**config.mk**
```make
export PLATFORM = sky130hd
export DESIGN_NAME = keypad_scanner
export DESIGN_NICKNAME = d
export VERILOG_FILES = /design/src/rtl/keypad_pkg.sv /design/src/rtl/keypad_debounce.sv /design/src/rtl/keypad_scanner.sv
export SDC_FILE = /design/constraint.sdc
export NUM_CORES = 1
export LEC_CHECK = 0
export BUFFER_PORTS_ARGS = -buffer_cell sky130_fd_sc_hd__buf_2
export CAP_MARGIN = 20
export CORE_ASPECT_RATIO = 0.7
export CORE_MARGIN = 3
export CORE_UTILIZATION = 29
export DETAILED_ROUTE_END_ITERATION = 8
export SLEW_MARGIN = 20
export SYNTH_ARGS = -nofsm -noshare
export SYNTH_HDL_FRONTEND = slang
export SYNTH_SLANG_ARGS = --single-unit
```
**constraint.sdc**
```tcl
create_clock -name clk -period 3.5 [get_ports clk]
set_clock_uncertainty 0.15 [all_clocks]
set_input_delay 0.525 -clock clk [delete_from_list [all_inputs] [get_ports clk]]
set_output_delay 0.525 -clock clk [all_outputs]
set_load 0.005 [all_outputs]
```
**src/rtl/keypad_pkg.sv**
```systemverilog
// keypad_pkg: shared definitions for the 4x4 keypad scanner.
//   - kp_state_e : scanner FSM states
//   - KP_ROWS / KP_COLS / KP_CODE_W : matrix geometry and key code width
//   - kp_code()      : forms the key code {row_idx, col_idx}
//   - kp_oh2idx()    : one-hot row vector to row index
//   - kp_is_onehot() : true when exactly one bit of a row sample is set
package keypad_pkg;

    localparam int KP_ROWS   = 4;
    localparam int KP_COLS   = 4;
    localparam int KP_CODE_W = 4;

    typedef enum logic [1:0] {
        SCAN     = 2'd0,
        DEBOUNCE = 2'd1,
        EMIT     = 2'd2,
        RELEASE  = 2'd3
    } kp_state_e;

    function automatic logic [KP_CODE_W-1:0] kp_code(input logic [1:0] row_idx,
                                                     input logic [1:0] col_idx);
        return {row_idx, col_idx};
    endfunction

    function automatic logic [1:0] kp_oh2idx(input logic [KP_ROWS-1:0] oh);
        logic [1:0] idx;
        idx = 2'd0;
        for (int i = 0; i < KP_ROWS; i++) begin
            if (oh[i]) idx = 2'(i);
        end
        return idx;
    endfunction

    function automatic logic kp_is_onehot(input logic [KP_ROWS-1:0] v);
        return (v != '0) && ((v & (v - 4'd1)) == '0);
    endfunction

endpackage

```
**src/rtl/keypad_debounce.sv**
```systemverilog
// keypad_debounce: counts consecutive cycles in which 'match' is high.
// Shared by the press (DEBOUNCE) and release (RELEASE) phases of the scanner.
// Ports:
//   clk   in  clock
//   reset in  synchronous active-high reset
//   match in  current sample agrees with the wanted level
//   clear in  force the count back to zero
//   done  out combinational: this cycle is the CYCLES-th consecutive match
module keypad_debounce #(
    parameter int CYCLES = 16
) (
    input  logic clk,
    input  logic reset,
    input  logic match,
    input  logic clear,
    output logic done
);

    localparam int CW = $clog2(CYCLES + 1);
    localparam logic [CW-1:0] LAST = CW'(CYCLES - 1);
    localparam logic [CW-1:0] FULL = CW'(CYCLES);

    logic [CW-1:0] cnt_q, cnt_d;

    // Saturates at CYCLES so a held level can never wrap the counter.
    always_comb begin
        cnt_d = cnt_q;
        if (clear || !match) begin
            cnt_d = '0;
        end else if (cnt_q != FULL) begin
            cnt_d = cnt_q + CW'(1);
        end
    end

    always_ff @(posedge clk) begin
        if (reset) cnt_q <= '0;
        else       cnt_q <= cnt_d;
    end

    // Fires on the match cycle that completes the run, so the FSM can leave
    // the phase on the very next edge.
    assign done = match && !clear && (cnt_q == LAST);

endmodule

```
**src/rtl/keypad_scanner.sv**
```systemverilog
// keypad_scanner: scans a 4x4 matrix keypad, debounces press and release,
// and emits one single-cycle din/din_valid code per physical keypress.
// Key code is {row_idx, col_idx}.
// Ports:
//   clk        in  clock
//   reset      in  synchronous active-high reset
//   row_sense  in  [3:0] row return lines, active-high
//   col_drive  out [3:0] one-hot column drive, active-high
//   din        out [3:0] key code, qualify with din_valid
//   din_valid  out one-cycle pulse per accepted keypress
//   ghost_err  out one-cycle pulse when a scan sample shows >1 row high
// Configuration macro: KEYPAD_SYNC_EN -- when defined, row_sense goes through
// a 2-flop synchronizer and each column dwell grows by 2 cycles.
// Handshake: din_valid is a pure one-cycle strobe with no ready/back-pressure;
// din is meaningful only in the cycle din_valid is high and holds afterwards.
// Debug: state_dbg carries the current FSM state for checkers.
module keypad_scanner
    import keypad_pkg::*;
#(
    parameter int SCAN_CYCLES     = 4,
    parameter int DEBOUNCE_CYCLES = 16
) (
    input  logic                 clk,
    input  logic                 reset,
    input  logic [KP_ROWS-1:0]   row_sense,
    output logic [KP_COLS-1:0]   col_drive,
    output logic [KP_CODE_W-1:0] din,
    output logic                 din_valid,
    output logic                 ghost_err
);

    logic [KP_ROWS-1:0] row_s;

`ifdef KEYPAD_SYNC_EN
    // Two extra dwell cycles let the synchronizer catch up with a column change.
    localparam int DWELL = SCAN_CYCLES + 2;
    logic [KP_ROWS-1:0] sync1_q, sync2_q;

    always_ff @(posedge clk) begin
        if (reset) begin
            sync1_q <= '0;
            sync2_q <= '0;
        end else begin
            sync1_q <= row_sense;
            sync2_q <= sync1_q;
        end
    end
    assign row_s = sync2_q;
`else
    localparam int DWELL = SCAN_CYCLES;
    assign row_s = row_sense;
`endif

    localparam int DW_W = $clog2(DWELL);
    localparam logic [DW_W-1:0] DWELL_LAST = DW_W'(DWELL - 1);

    kp_state_e                state_q, state_d;
    logic [1:0]               col_q, col_d;
    logic [DW_W-1:0]          dwell_q, dwell_d;
    logic [KP_ROWS-1:0]       row_oh_q, row_oh_d;
    logic [KP_CODE_W-1:0]     din_q, din_d;
    logic                     valid_q, valid_d;
    logic                     ghost_q, ghost_d;
    logic                     db_match, db_clear, db_done;
    kp_state_e                state_dbg;

    assign state_dbg = state_q;

    // Counter only runs in the two phases that need it; elsewhere it is held
    // at zero so each phase starts from a fresh count.
    assign db_clear = (state_q != DEBOUNCE) && (state_q != RELEASE);

    keypad_debounce #(
        .CYCLES(DEBOUNCE_CYCLES)
    ) u_debounce (
        .clk   (clk),
        .reset (reset),
        .match (db_match),
        .clear (db_clear),
        .done  (db_done)
    );

    always_comb begin
        state_d  = state_q;
        col_d    = col_q;
        dwell_d  = dwell_q;
        row_oh_d = row_oh_q;
        din_d    = din_q;
        valid_d  = 1'b0;
        ghost_d  = 1'b0;
        db_match = 1'b0;
        unique case (state_q)
            SCAN: begin
                if (dwell_q == DWELL_LAST) begin
                    dwell_d = '0;
                    if (row_s == '0) begin
                        col_d = col_q + 2'd1;
                    end else if (kp_is_onehot(row_s)) begin
                        // Hold this column; row is remembered for debounce.
                        row_oh_d = row_s;
                        state_d  = DEBOUNCE;
                    end else begin
                        ghost_d = 1'b1;
                        col_d   = col_q + 2'd1;
                    end
                end else begin
                    dwell_d = dwell_q + DW_W'(1);
                end
            end
            DEBOUNCE: begin
                db_match = (row_s == row_oh_q);
                if (!db_match) begin
                    state_d = SCAN;
                    col_d   = col_q + 2'd1;
                    dwell_d = '0;
                end else if (db_done) begin
                    state_d = EMIT;
                end
            end
            EMIT: begin
                din_d   = kp_code(kp_oh2idx(row_oh_q), col_q);
                valid_d = 1'b1;
                state_d = RELEASE;
            end
            RELEASE: begin
                db_match = (row_s == '0);
                if (db_done) begin
                    state_d = SCAN;
                    col_d   = col_q + 2'd1;
                    dwell_d = '0;
                end
            end
            default: begin
                state_d = SCAN;
            end
        endcase
    end

    always_ff @(posedge clk) begin
        if (reset) begin
            state_q  <= SCAN;
            col_q    <= 2'd0;
            dwell_q  <= '0;
            row_oh_q <= '0;
            din_q    <= '0;
            valid_q  <= 1'b0;
            ghost_q  <= 1'b0;
        end else begin
            state_q  <= state_d;
            col_q    <= col_d;
            dwell_q  <= dwell_d;
            row_oh_q <= row_oh_d;
            din_q    <= din_d;
            valid_q  <= valid_d;
            ghost_q  <= ghost_d;
        end
    end

    // Decoded from a 2-bit index, so the drive is one-hot by construction.
    assign col_drive = 4'b0001 << col_q;
    assign din       = din_q;
    assign din_valid = valid_q;
    assign ghost_err = ghost_q;

endmodule

```
==> flow_summary_export.csv <==
group,metric,value,unit
sta,max_clock_freq,0.464,GHz
power,switching_share,23.0,%
logic_synthesis,synthMuxAreaShare,6.44,%
detailed_routing,drt_pass1_iterations,4,
detailed_routing,dr_vias,855,
worst_setup_path,crit_type,"reg -> reg",
floorplanning,die_area,4610,sq um
clocking,hold_buffers,0,
logic_synthesis,postSynthNetCount,137,
run_status,run_status,"finished, final reports clean",
placed_design,place.port_buffers,15,
clocking,path_clk_slew,0.07,ns
logic_synthesis,synth.largest_area_cell,"sky130_fd_sc_hd__dfxtp_1",
power,worst_ir_drop_vdd,0.166,mV
final_layout,final_layout_size_suffix_gt1_share,18.4,%
sta,finalHoldWorstSlack,0.308,ns
min_path,worst_hold_path_type,"reg -> reg",
power,pwr-share-seq,55.8,%
logic_synthesis,synth_cell_area,1110,sq um
grt,pin_count_of_the_biggest_net_entering_global_routing,20,
sta,rsz0062_at_grt,"false",
logic_synthesis,synth_warnings,0,
logic_synthesis,synth-seq-area-share,38.0,%
logic_synthesis,post_synthesis_average_cell_area,9.00,sq um
logic_synthesis,yosys.area.top_type_share,38.0,%
sta,final_min_period,2.15,ns
detailed_routing,wl,2020,microns
floorplanning,core_area,3600,sq um
clocking,tritoncts_num_sinks,21,
placed_design,dpl.hpwl,1570,microns
clocking,postCtsResizedCells,0,
logic_synthesis,post_synthesis_instance_total,123,
clocking,cts_max_path_buffers,2,
logic_synthesis,synth-compound-area-share,14.7,%
final_layout,nFillCells,384,
job,max_cap_viol_count,0,
clocking,tritoncts,"built",
power,leakage,0.473,nW
worst_setup_path,setup.worst_path.end_class,"flip-flop",
clocking,cts.root.buffer_cell,"sky130_fd_sc_hd__clkbuf_8",
sta,report.final.slew_viol_count,0,
sta,hold_violations,0,
floorplanning,initial_cell_density_of_the_core,30.7,%
sta,tns_setup,0,ns
detailed_routing,detailedRoute.firstIterationViolations,50,
sta,finalSetupViolCount,0,
power,share_clk_of_total_power,34.0,%
grt,grt_pass1_wl,3440,microns
worst_setup_path,timing.critical_path.from_type,"flip-flop",
clocking,htree_num_levels,1,
detailed_routing,detail-route-antenna-nets,0,
worst_setup_path,timing.critical_path.arrival,2.15,ns
final_layout,number_of_nets_in_the_finished_design,151,
logic_synthesis,main_combinational_cell_family_by_area_after_synthesis,"simple AND/OR/NAND/NOR gates",
detailed_routing,routedWlPerCell,10.9,microns
detailed_routing,drt_drc_violations_left,0,
logic_synthesis,ys_async_sr_fraction,0,%
worst_setup_path,timing.critical_path.fanout_max,4,
final_layout,antenna_cells,0,
floorplanning,die_height,57.7,microns
grt,grt_antenna_before_repair,0,
logic_synthesis,yosys.cell_types.count,38,
logic_synthesis,post_synthesis_adder_cell_area_fraction,9.94,%
worst_setup_path,required,3.50,ns
logic_synthesis,synth-edff-count,0,
final_layout,final_design_area_no_fill,1260,sq um
floorplanning,die_w,79.9,microns
sta,tightestPinTransition,0.973,ns
sta,worst_slew_margin_rel,34.2,%
grt,grt_overflow_total,0,
power,power_report.internal_total,346,uW
logic_synthesis,yosys.area_share.simple,20.2,%
clocking,cts_made_buffers,3,
final_layout,syn2layout_area_growth,13.4,%
floorplanning,io_pins,16,
sta,timing.final.crit_share,61.6,%
floorplanning,rows,18,
logic_synthesis,synth_xor_area_share,3.95,%
clocking,post-cts-setup-buffer-count,0,
logic_synthesis,synth_ff_type,"sky130_fd_sc_hd__dfxtp_1",
power,switching_power,103,uW
grt,first_global_vias,790,
placed_design,place_area,1210,sq um
clocking,clock_insertion_delay_worst_skew,0.25,ns
detailed_routing,vias_per_cell,4.60,
logic_synthesis,cell_types_with_the_largest_area_share_after_synthesis,"sky130_fd_sc_hd__dfxtp_1, sky130_fd_sc_hd__ha_1, sky130_fd_sc_hd__mux2i_1",
power,p_comb_share,10.1,%
logic_synthesis,synth-seq-cells,21,
placed_design,gpl_wtd_cong,0.837,
power,power_per_cell_area,358,nW/um^2
grt,grt_util_all_layers,9.54,%
==> cell type report <==
| type | instances | area, sq um | share of cell area, % |
|---|---|---|---|
| Inverter | 11 | 41.3 | 3.29 |
| Timing Repair Buffer | 15 | 75.1 | 5.98 |
| Clock buffer | 4 | 45.0 | 3.59 |
| Multi-Input combinational cell | 85 | 612 | 48.7 |
| Tap cell | 50 | 62.6 | 4.98 |
| Sequential cell | 21 | 420 | 33.5 |
==> through the flow <==
| step | setup slack (ns) | instances | utilization [%] | power [mW] |
|---|---|---|---|---|
| floorplan | 1.49 | 123 | - | 0.292 |
| global placement | 1.37 | 182 | 33.6 | 0.301 |
| detailed placement | 1.31 | 182 | 33.6 | 0.303 |
| CTS | 1.35 | 186 | 34.9 | 0.460 |
| global route | 1.23 | 186 | 34.9 | 0.476 |
| finish | 1.35 | 186 | 34.9 | 0.449 |
==> worst max-delay path: stages, from the launching register on <==
cell	delay, ns
sky130_fd_sc_hd__dfxtp_1	0.38
sky130_fd_sc_hd__ha_1	0.21
sky130_fd_sc_hd__and3_1	0.17
sky130_fd_sc_hd__ha_1	0.22
sky130_fd_sc_hd__a31o_2	0.21
sky130_fd_sc_hd__o41ai_2	0.11
sky130_fd_sc_hd__a21oi_1	0.24
sky130_fd_sc_hd__mux2_2	0.36
==> routing by layer <==
layer / vias up / GRT usage [%] / wire [microns]
met5: - / 0 / 0
met4: 0 / 1.45 / 0
met3: 0 / 4.19 / 81
met2: 11 / 15.3 / 921
met1: 397 / 12.2 / 1020
li1: 447 / - / -
==> Yosys cell counts, types with 2 or more instances <==
cell type and n:
sky130_fd_sc_hd__nor3_1 3, sky130_fd_sc_hd__nand2_1 8, sky130_fd_sc_hd__a21oi_1 8, sky130_fd_sc_hd__nor4_1 2, sky130_fd_sc_hd__nand2b_1 3, sky130_fd_sc_hd__xor2_1 3, sky130_fd_sc_hd__inv_1 11, sky130_fd_sc_hd__nand3_1 3
sky130_fd_sc_hd__nor2_1 16, sky130_fd_sc_hd__o211ai_1 3, sky130_fd_sc_hd__mux2i_1 6, sky130_fd_sc_hd__dfxtp_1 21, sky130_fd_sc_hd__buf_2 3, sky130_fd_sc_hd__xnor2_1 2, sky130_fd_sc_hd__ha_1 8
==> kinds of logic after synthesis <==
logic type,after synthesis
muxes,7
AOI/OAI and AO/OA,22
DFF,21
xor gates and xnor gates,5
buffers and inverters,17
adders and majority gates,9
and+or+nand+nor,42
==> cell usage in the layout (no fill, tap or decap), types with 2 or more instances in the layout <==
master                     instances
sky130_fd_sc_hd__o211ai_1          3
sky130_fd_sc_hd__inv_1            11
sky130_fd_sc_hd__nor3_1            3
sky130_fd_sc_hd__nor2_1           16
sky130_fd_sc_hd__nand2b_1          3
sky130_fd_sc_hd__nand3_1           3
sky130_fd_sc_hd__xor2_1            3
sky130_fd_sc_hd__dfxtp_1          21
sky130_fd_sc_hd__buf_2            15
sky130_fd_sc_hd__a21oi_1           8
sky130_fd_sc_hd__nor4_1            2
sky130_fd_sc_hd__clkbuf_8          3
sky130_fd_sc_hd__xnor2_1           2
sky130_fd_sc_hd__ha_1              8
sky130_fd_sc_hd__mux2i_1           6
sky130_fd_sc_hd__nand2_1           8
==> power by group through the flow <==
stage               registers [mW]  clock network (mW)  logic (mW)
global placement             0.256                   0      0.0445
floorplan                    0.254                   0      0.0372
detailed placement           0.257                   0      0.0460
CTS                          0.251               0.163      0.0461
finish                       0.251               0.153      0.0456
global route                 0.252               0.171      0.0524
==> path summary, 6_finish.rpt <==
path,cells after the start,end,startpoint,slack (ns)
min,2,din[0],din[0],0.31
max,7,col_q[0],u_debounce.cnt_q[1],1.35
min reg2reg,2,din[0],din[0],0.31
max reg2reg,7,col_q[0],u_debounce.cnt_q[1],1.35
==> registers in the layout (all words and copies together), names as in the netlist, named ones only <==
signal            count
row_oh_q              4
state_dbg             1
din_valid             1
col_q                 2
u_debounce.cnt_q      5
din                   4
dwell_q               2
ghost_err             1
No activity file was read; power rests on OpenSTA's default activity.
